File: config.mk
export PLATFORM = sky130hd
export DESIGN_NAME = sha256_round_ctrl
export DESIGN_NICKNAME = d
export VERILOG_FILES = /design/src/rtl/sha256_round_ctrl.sv
export SDC_FILE = /design/constraint.sdc
export NUM_CORES = 1
export LEC_CHECK = 0
export BUFFER_PORTS_ARGS = -buffer_cell sky130_fd_sc_hd__buf_2
export CAP_MARGIN = 15
export CORE_MARGIN = 2
export CORE_UTILIZATION = 51
export CTS_CLUSTER_DIAMETER = 100
export DETAILED_ROUTE_END_ITERATION = 8
export PLACE_DENSITY = 0.77
export SYNTH_ARGS = -nofsm -noshare
export SYNTH_HDL_FRONTEND = slang
export SYNTH_SLANG_ARGS = --single-unit
File: constraint.sdc
create_clock -name clk -period 2.3 [get_ports clk]
set_input_delay 0.46 -clock clk [delete_from_list [all_inputs] [get_ports clk]]
set_output_delay 0.46 -clock clk [all_outputs]
set_load 0.05 [all_outputs]
File: src/rtl/sha256_round_ctrl.sv
// Block-level sequencer for a SHA-256 core: accepts 512-bit blocks, pulses
// init/next, steps the round index, then commits the digest update.
module sha256_round_ctrl #(
   parameter int NUM_ROUNDS = 64
) (
   input  logic       clk,
   input  logic       reset_n,
   input  logic       block_valid,
   output logic       block_ready,
   input  logic       block_first,
   input  logic       block_last,
   output logic       init,
   output logic       next,
   output logic [5:0] round_idx,
   output logic       round_en,
   output logic       digest_update,
   output logic       digest_valid,
   input  logic       digest_ack,
   output logic       busy,
   output logic       seq_err
);

   localparam logic [5:0] LAST_IDX = 6'(NUM_ROUNDS - 1);

   typedef enum logic [2:0] {IDLE, LOAD, ROUND, UPDATE, DONE} state_t;

   state_t     state, state_nxt;
   logic       msg_open, msg_open_nxt;
   logic       last_q, last_nxt;
   logic [5:0] idx_nxt;
   logic       init_nxt, next_nxt, err_nxt;
   logic       accept;

   // block_ready is itself registered, so it also masks the first IDLE cycle after reset
   assign accept = (state == IDLE) && block_ready && block_valid;

   always_comb begin
      state_nxt    = state;
      msg_open_nxt = msg_open;
      last_nxt     = last_q;
      idx_nxt      = '0;
      init_nxt     = 1'b0;
      next_nxt     = 1'b0;
      err_nxt      = 1'b0;
      case (state)
         IDLE: begin
            if (accept) begin
               state_nxt    = LOAD;
               last_nxt     = block_last;
               msg_open_nxt = !block_last;
               init_nxt     = block_first || !msg_open;
               next_nxt     = !(block_first || !msg_open);
               // a restart mid-message or a continuation with nothing open both force init
               err_nxt      = (block_first && msg_open) || (!block_first && !msg_open);
            end
         end
         LOAD: begin
            state_nxt = ROUND;
         end
         ROUND: begin
            if (round_idx == LAST_IDX) begin
               state_nxt = UPDATE;
            end else begin
               idx_nxt = round_idx + 6'd1;
            end
         end
         UPDATE: begin
            state_nxt = last_q ? DONE : IDLE;
         end
         DONE: begin
            if (digest_ack) begin
               state_nxt = IDLE;
            end
         end
         default: begin
            state_nxt = IDLE;
         end
      endcase
   end

   // All outputs are decoded from the next state so they come straight from flops
   always_ff @(posedge clk or negedge reset_n) begin
      if (!reset_n) begin
         state         <= IDLE;
         msg_open      <= 1'b0;
         last_q        <= 1'b0;
         round_idx     <= '0;
         block_ready   <= 1'b0;
         busy          <= 1'b0;
         round_en      <= 1'b0;
         digest_update <= 1'b0;
         digest_valid  <= 1'b0;
         init          <= 1'b0;
         next          <= 1'b0;
         seq_err       <= 1'b0;
      end else begin
         state         <= state_nxt;
         msg_open      <= msg_open_nxt;
         last_q        <= last_nxt;
         round_idx     <= idx_nxt;
         block_ready   <= (state_nxt == IDLE);
         busy          <= (state_nxt != IDLE);
         round_en      <= (state_nxt == ROUND);
         digest_update <= (state_nxt == UPDATE);
         digest_valid  <= (state_nxt == DONE);
         init          <= init_nxt;
         next          <= next_nxt;
         seq_err       <= err_nxt;
      end
   end

endmodule

# After elaboration in Yosys (flattened, before gate mapping)

Index checks and enable logic that the tools add are counted.
W data, S select, Z words.

Add/subtract/negate cells: 1
Equal/unequal tests: 8
Multiplexer cells: 13
Reduce and logical (&&, ||, !) cells: 14

Operators by type and width:

| kind                  | count |
|---|---|
| $pmux W3 S5           | 1 |
| $eq A3 B2 Y1 const B  | 4 |
| $mux W3               | 4 |
| $mux W6               | 2 |
| $add A6 B1 Y6 const B | 1 |
| $eq A3 B3 Y1 const B  | 2 |
| $eq A6 B6 Y1 const B  | 1 |
| $logic_not A3 Y1      | 2 |
| $mux W1               | 6 |
| $logic_and A1 B1 Y1   | 4 |
| $logic_not A1 Y1      | 4 |
| $eq A3 B1 Y1 const B  | 1 |
| $reduce_bool A3 Y1    | 1 |
| $logic_or A1 B1 Y1    | 2 |
| $reduce_and A2 Y1     | 1 |

Register bits: 19
Bits of input ports: 6
Word-level logic and storage cells: 48

# Longest topological paths before layout

Gate-level depths: netlist of run 1.

Depth after elaboration: 6
Depth in mapped cells: 4

# Worst setup path before layout of run 1

Ideal clock, no wire load.

Kind: register to register
Start point: register block_ready
End point: register last_q
Setup time: 0.127 ns
Arrival time: 1.322 ns
Data required time: 2.173 ns
Setup slack: 0.850 ns
Cell stages (with the launch flop): 4
Buffers on the path: 1
Clock period less this slack: 1.450 ns
Path through: dfrtp_1 > and4b_4 > buf_6 > mux2_1

Cells in the longest elaborated chain, start to end: 3

RTL lines:

| item                               | RTL line | text |
|---|---|---|
| start: declaration                 | 9        | `output logic block_ready,` |
| start signal: assignment           | 101      | `block_ready <= (state_nxt == IDLE);` |
| $logic_and A1 B1 Y1 (2 in a row)   | 35       | `assign accept = (state == IDLE) && block_ready && block_valid;` |
| $reduce_and A2 Y1 (no source line) | --       |  |
| end signal: assignment             | 99       | `last_q <= last_nxt;` |
| end: declaration                   | 29       | `logic last_q, last_nxt;` |

No other way between the ends.
A chain may end at the register's enable or synchronous reset.

# Worst setup path after layout of run 1

Start point: register round_idx[2]
End point: output round_idx[2]

RTL lines:

| item                     | RTL line | text |
|---|---|---|
| start: declaration       | 14       | `output logic [5:0] round_idx,` |
| start signal: assignment | 100      | `round_idx <= idx_nxt;` |

No word-level cell between the ends.

==> results of run 1 <==
[power breakdown]
group | switching [µW] | total [µW] | internal, µW
Sequential | 73.8 | 500 | 426
Combinational | 328 | 461 | 133
Clock | 91.7 | 159 | 67.4
[registers in the layout (all words and copies together) (netlist names)]
signal	cells
digest_valid	1
seq_err	1
busy	1
block_ready	1
next	1
state	3
digest_update	1
msg_open	1
last_q	1
round_idx	6
init	1
round_en	1
[cell usage after synthesis, types with 2 or more instances]
cell      number
xor2_1         2
a21oi_1        3
and2_1         2
and3_1         2
nand3_1        4
nand4b_1       2
o21ai_0        2
inv_1          3
ha_1           2
dfrtp_1       19
nor2_1         5
[worst reg2reg max path, cell delays in order (launching register included)]
cell	delay, ns
dfrtp_1	0.45
nor2_2	0.16
and4b_4	0.30
mux2_1	0.32
[path summary, 6_finish.rpt]
path	end	cells past startpoint
min in group clk	msg_open$_DFFE_PN0P_	2
max in group asynchronous	block_ready$_DFF_PN0_	1
min reg2reg	last_q$_DFFE_PN0P_	1
min	round_idx[4]$_DFF_PN0_	1
max	round_idx[2]	1
max reg2reg	last_q$_DFFE_PN0P_	3
[per-stage QoR]
step	area [µm²]	utilization	setup slack, ns
6_report	905	0.615	0.808
3_5_place_dp	878	0.597	0.969
5_1_grt	905	0.615	0.761
3_3_place_gp	878	0.597	0.999
4_1_cts	905	0.615	0.799
2_1_floorplan	774	-	0.850
[metal layers]
metal	track usage	vias up	wire, µm
met5	0	-	0
met4	0.0727	0	21
met3	0.0298	4	70
met2	0.245	21	572
met1	0.208	243	573
li1	-	263	-
[layout make-up]
cell class | instances | area (µm²) | area share
Multi-Input combinational cell | 39 | 277 | 0.306
Tap cell | 16 | 20.0 | 0.0221
Sequential cell | 19 | 475 | 0.526
Inverter | 3 | 11.3 | 0.0124
Clock buffer | 4 | 26.3 | 0.0290
Timing Repair Buffer | 19 | 95.1 | 0.105
[logic make-up (layout without fill, tap and decap cells)]
group / count (synthesis) / in the layout / synth area share
XOR/XNOR: 3 / 3 / 0.0339
AND/OR/NAND/NOR: 23 / 23 / 0.176
multiplexers: 2 / 2 / 0.0275
buffers and inverters: 4 / 26 / 0.0291
AO/OA/AOI/OAI: 9 / 9 / 0.0872
adder cells (fa/ha/maj): 2 / 2 / 0.0323
flip-flops: 19 / 19 / 0.614
==> results.json, run 1 <==
{
  "hold_buffers": 0,
  "die_y_um": 43.0,
  "start_util": 0.526,
  "detail_route.drc_violations": 0,
  "synth_ff_type": "dfrtp_1",
  "period_needed_ns": 1.49,
  "wirelength_um": 1240,
  "report.final.slew_viol_count": 0,
  "skew_ns": 0.000442,
  "num_rows": 14,
  "crit_arrival_ns": 1.03,
  "cp_top_family": "flip-flops",
  "fill_cells": 126,
  "critical_path.startpoint": "round_idx[2]$_DFF_PN0_",
  "powerDensity_mw_per_mm2": 1240,
  "nNetsFinal": 93,
  "status": "complete, no violations",
  "drt_pass1_iterations": 4,
  "path_clk_slew_ns": 0.10,
  "syn_nets": 70,
  "async_reset_ff_frac": 1.00,
  "routed_via_density": 5.31,
  "core_area_mm2": 0.00147,
  "num_vias": 531,
  "yosys.area.top_type": "dfrtp_1",
  "reg2reg_from": "state[2]$_DFF_PN0_",
  "grt_pass1_wl_um": 2100,
  "ctsResizeCount": 0,
  "cts_setup_buffers": 0,
  "finalHoldViolations": 0,
  "clockBufferDepth": 2,
  "hold_path.class": "in2async",
  "first_global_vias": 489,
  "crit_fanout": 6,
  "cts_made_buffers": 3,
  "tightest_slew_ns": 0.407,
  "regToRegSetupSlack_ns": 0.96,
  "hold_ws_ns": 0.0878,
  "avgSynthCellArea_um2": 12.5,
  "rsz0062_at_grt": "no",
  "criticalPathCategory": "reg2out",
  "cp_cell_sequence": "buf_2",
  "max-vdd-ir-drop_v": 0.000536,
  "ys_types": 27,
  "cpMaxStageDelayCell": "dfrtp_1",
  "tritoncts": "done",
  "synth_edf_count": 0,
  "ys_warn_count": 0,
  "dieArea_mm2": 0.00185,
  "fmax_mhz": 670,
  "area_growth_pct": 16.8,
  "htree_levels": 1,
  "end_kind": "output port",
  "final-setup-viol-count": 0,
  "total_leakage_power_uw": 0.000469,
  "synth_seq_area_share": 0.614,
  "cts-root-buf": "clkbuf_4",
  "cp_num_buf_inv": 1,
  "synth-seq-cells": 19,
  "relSlewSlack": 0.729,
  "post-route-period-util": 0.648,
  "synth_top_area_share": 0.614,
  "cts.sink_count": 19,
  "clk_latency_ns": 0.28,
  "crit_path_max_incr_delay_ns": 0.45,
  "grt-ovfl-total": 0,
  "die_w_um": 43.0,
  "dpl.hpwl_um": 896,
  "timing.setup.tns_ns": 0,
  "dp_cells": 96,
  "netlist_area_um2": 774,
  "layout-drive-gt1-share": 0.298,
  "final_antenna_net_count": 0,
  "antenna_cells": 0,
  "netlist_instances": 62,
  "grt.total_usage": 0.156,
  "wl_per_cell_um": 12.4,
  "final_cell_mix": "19 x dfrtp_1, 19 x buf_2, 5 x nor2_1",
  "fin_cells": 100,
  "start_kind": "flop",
  "gp_congestion": 0.803,
  "finalPower_uw": 1120,
  "grt_antenna_before_repair": 0,
  "io_buffers": 19,
  "synthTopCellsByArea": "dfrtp_1 61%, ha_1 3.2%, nand3_1 2.6%, nor2_1 2.4%, nand4b_1 2.3%",
  "drt_iter0_drc": 2,
  "cap_violations": 0,
  "critPathRequiredTime_ns": 1.84,
  "grt_max_degree": 20,
  "io_pins": 20
}
No activity file was read; power rests on OpenSTA's default activity.
==> run 2: changes to the inputs <==
CORE_UTILIZATION = 44   (was 51)
PLACE_DENSITY = 0.71   (was 0.77)
clock period = 1.3 ns   (was 2.3 ns; I/O delays follow)
==> results.json, run 2 (synthesis gave the netlist of run 1 again) <==
{
  "post-route-period-util": 0.979,
  "largestRegisters": "round_idx x6, state x3",
  "final_common_cell": "buf_2",
  "finalHoldViolations": 0,
  "clockBufferDepth": 2,
  "path_clk_slew_ns": 0.10,
  "cts.sink_count": 19,
  "drt_pass1_iterations": 2,
  "skew_ns": 0.00641,
  "timing.setup.tns_ns": 0,
  "io_buffers": 19,
  "rsz0062_at_grt": "yes",
  "top_register": "round_idx",
  "total_leakage_power_uw": 0.000499,
  "start_util": 0.459,
  "dieArea_mm2": 0.00211,
  "antenna_cells": 0,
  "first_global_vias": 528,
  "num_vias": 552,
  "grt.total_usage": 0.150,
  "detail_route.drc_violations": 0,
  "die_y_um": 46.0,
  "cts-root-buf": "clkbuf_4",
  "grt-ovfl-total": 0,
  "tightest_slew_ns": 0.394,
  "largest_reg_flops": 6,
  "dr_wl_met2_um": 612,
  "grt_max_degree": 20,
  "fill_cells": 146,
  "final_cell_mix": "17 x buf_2, 12 x dfrtp_1, 7 x dfrtp_2",
  "drt_iter0_drc": 8,
  "area_growth_pct": 29.2,
  "powerDensity_mw_per_mm2": 2120,
  "period_needed_ns": 1.27,
  "critPathRequiredTime_ns": 1.04,
  "wl_met1_um": 633,
  "relSlewSlack": 0.737,
  "final-setup-viol-count": 0,
  "wl_per_cell_um": 12.2,
  "crit_fanout": 5,
  "report.final.slew_viol_count": 0,
  "layout-drive-gt1-share": 0.440,
  "routed_via_density": 5.11,
  "htree_levels": 1,
  "dpl.hpwl_um": 991,
  "clk_latency_ns": 0.29,
  "fmax_mhz": 785,
  "num_rows": 15,
  "met3_length_um": 35,
  "hold_ws_ns": 0.160,
  "gp_congestion": 0.755,
  "cap_violations": 0,
  "top_layer": "met4",
  "end_kind": "output port",
  "nNetsFinal": 100,
  "hold_path.class": "in2reg",
  "core_area_mm2": 0.00169,
  "grt_pass1_wl_um": 2180,
  "wirelength_um": 1320,
  "status": "complete, no violations",
  "io_pins": 20,
  "cts_made_buffers": 3,
  "start_kind": "flop",
  "criticalPathCategory": "reg2out",
  "die_w_um": 46.0,
  "crit_arrival_ns": 1.01,
  "tritoncts": "done",
  "max-vdd-ir-drop_v": 0.00140,
  "final_antenna_net_count": 0,
  "grt_antenna_before_repair": 0
}
[run 2: changes by cell type in the layout (fill, tap and decap cells not counted), sizes merged]
| cell | change |
|---|---|
| buf | +6 |
| dlygate4sd3 | +1 |
[run 2: power breakdown]
| part | leakage (µW) | switching [µW] | internal (µW) |
|---|---|---|---|
| clock | 0.0000150 | 159 | 119 |
| sequential | 0.000239 | 110 | 764 |
| combinational | 0.000244 | 643 | 328 |
[run 2: layer usage]
layer | track usage | vias to the layer above
met3 | 0.0238 | 4
li1 | - | 277
met1 | 0.205 | 261
met2 | 0.214 | 10
met4 | 0.103 | 0
met5 | 0 | -
[run 2: layout make-up]
| cell class | count | area [µm²] | area share |
|---|---|---|---|
| Tap cell | 17 | 21.3 | 0.0212 |
| Sequential cell | 19 | 484 | 0.484 |
| Multi-Input combinational cell | 39 | 295 | 0.295 |
| Clock buffer | 4 | 26.3 | 0.0263 |
| Inverter | 3 | 11.3 | 0.0113 |
| Timing Repair Buffer | 26 | 163 | 0.163 |
[run 2: repair_timing]
item                                    CTS  global route
hold buffers                              1             0
hold endpoints to repair                 19             0
resized for setup                         4             4
endpoints found under the setup margin    2             3
setup buffers                             0             1
cloned                                    0             0
pin swaps                                 0             1
[run 2: per-stage QoR]
stage	setup WS [ns]	power [µW]	area [µm²]	cells	utilization
6_report	0.0269	2120	1000	108	0.593
5_1_grt	-0.0191	2250	1000	108	0.593
4_1_cts	0.00710	2090	976	107	0.578
3_5_place_dp	0.0176	1790	927	102	0.549
3_3_place_gp	0.0617	1780	927	102	0.549
2_1_floorplan	-0.00497	1550	785	62	-
[run 2: worst max-delay path: stages (launching register included)]
cell and delay, ns:
dfrtp_2 0.42, buf_4 0.16, buf_6 0.15
[run 2: worst paths after layout]
kind | from | endpoint | slack (ns) | cells after the start
max in group asynchronous | reset_n | state[0]$_DFF_PN0_ | 0.57 | 2
min | block_last | msg_open$_DFFE_PN0P_ | 0.16 | 2
max | round_idx[0]$_DFF_PN0_ | round_idx[0] | 0.03 | 2
min in group asynchronous | reset_n | state[1]$_DFF_PN0_ | 0.42 | 2
min reg2reg | last_q$_DFFE_PN0P_ | last_q$_DFFE_PN0P_ | 0.51 | 1
max reg2reg | state[0]$_DFF_PN0_ | last_q$_DFFE_PN0P_ | 0.05 | 3
==> run 3: changes to the inputs <==
CORE_UTILIZATION = 47   (was 44)
CTS_BUF_LIST = sky130_fd_sc_hd__clkbuf_8   (was not set)
PLACE_DENSITY = 0.75   (was 0.71)
==> results.json, run 3 (synthesis gave the netlist of run 1 again) <==
{
  "largest_reg_flops": 6,
  "io_buffers": 19,
  "clockBufferDepth": 2,
  "dpl.hpwl_um": 1090,
  "routed_via_density": 5.35,
  "nNetsFinal": 99,
  "wirelength_um": 1520,
  "largestRegisters": "round_idx x6, state x3",
  "cap_violations": 0,
  "top_register": "round_idx",
  "max-vdd-ir-drop_v": 0.00111,
  "final_common_cell": "buf_2",
  "powerDensity_mw_per_mm2": 2250,
  "fmax_mhz": 790,
  "relSlewSlack": 0.735,
  "tightest_slew_ns": 0.397,
  "busiest_layer": "met2",
  "end_kind": "flop",
  "first_global_vias": 532,
  "final-setup-viol-count": 0,
  "path_clk_slew_ns": 0.07,
  "grt.total_usage": 0.179,
  "post-route-period-util": 0.973,
  "gr-usage-met2": 0.255,
  "layout-drive-gt1-share": 0.456,
  "report.final.slew_viol_count": 0,
  "fill_cells": 116,
  "drt_iter0_drc": 23,
  "grt-ovfl-total": 0,
  "grtUsageMet1": 0.242,
  "hold_path.class": "in2reg",
  "tritoncts": "done",
  "io_pins": 20,
  "grt_pass1_wl_um": 2460,
  "die_y_um": 44.6,
  "total_leakage_power_uw": 0.000504,
  "grt_max_degree": 20,
  "wl_per_cell_um": 14.3,
  "num_rows": 14,
  "num_vias": 567,
  "criticalPathCategory": "reg2reg",
  "cts.sink_count": 19,
  "start_kind": "flop",
  "skew_ns": 0.00155,
  "hold_ws_ns": 0.200,
  "crit_fanout": 6,
  "period_needed_ns": 1.27,
  "gp_congestion": 0.757,
  "fin_ws_ns": 0.0345,
  "grtUsageMet3": 0.0490,
  "cts-root-buf": "clkbuf_8",
  "antenna_cells": 0,
  "fin_util": 0.661,
  "finalPower_uw": 2270,
  "area_growth_pct": 30.0,
  "start_util": 0.508,
  "critPathRequiredTime_ns": 1.43,
  "grt_antenna_before_repair": 0,
  "final_antenna_net_count": 0,
  "status": "complete, no violations",
  "final_cell_mix": "18 x buf_2, 11 x dfrtp_1, 8 x dfrtp_2",
  "drt_pass1_iterations": 4,
  "core_area_mm2": 0.00152,
  "finalHoldViolations": 0,
  "dieArea_mm2": 0.00199,
  "clk_latency_ns": 0.25,
  "detail_route.drc_violations": 0,
  "crit_arrival_ns": 1.40,
  "timing.setup.tns_ns": 0,
  "htree_levels": 1,
  "pre_cts_ws_ns": 0.0153,
  "die_w_um": 44.6,
  "cts_made_buffers": 3
}
run 3: cell types whose count changed in the layout (fill, tap and decap cells not counted), sizes merged:
cell	previous run	this run
buf	25	24
clkbuf	4	3
clkinv	0	1
run 3: cell type report:
type                    count  area (µm²)  area share
inverters                   3        11.3      0.0112
clock buffers               3        41.3      0.0410
well taps                  16        20.0      0.0199
flip-flops and latches     19         485       0.482
multi-input cells          39         299       0.297
clock inverters             1        5.00     0.00497
repair buffers             25         145       0.144
run 3: path summary, 6_finish.rpt:
path	endpoint	slack, ns	cells past startpoint	startpoint
worst max-delay path	busy$_DFF_PN0_	0.03	3	state[0]$_DFF_PN0_
worst min-delay path	msg_open$_DFFE_PN0P_	0.20	2	block_last
worst max register to register	busy$_DFF_PN0_	0.03	3	state[0]$_DFF_PN0_
worst min register to register	msg_open$_DFFE_PN0P_	0.54	2	msg_open$_DFFE_PN0P_
max in group asynchronous	round_idx[0]$_DFF_PN0_	0.53	2	reset_n
min in group asynchronous	init$_DFF_PN0_	0.46	2	reset_n
run 3: critical path, cell delays in order, from the launching register on:
cell and delay (ns):
dfrtp_2 0.46, or2b_1 0.20, a21oi_1 0.11, or3_1 0.38
run 3: power breakdown:
part | internal (µW) | switching, µW | total, µW
clock | 213 | 194 | 407
sequential | 768 | 129 | 897
combinational | 325 | 638 | 964
run 3: layer usage:
metal  vias to the layer above  share of wire
met3                         2          0.037
li1                        275              -
met2                        14           0.48
met5                         -              0
met1                       276           0.47
met4                         0          0.013
run 3: timing repair:
action	CTS	global route
setup buffers	0	1
pin swaps	0	1
endpoints found under the hold margin	19	0
hold buffers	1	0
gates resized for setup	1	6
setup endpoints to repair	1	4
run 3: stage by stage:
step / std cells / cell area (µm²)
final: 106 / 1010
after global placement: 100 / 918
after global routing: 106 / 1010
after floorplan: 62 / 785
after detailed placement: 100 / 918
after CTS: 105 / 976
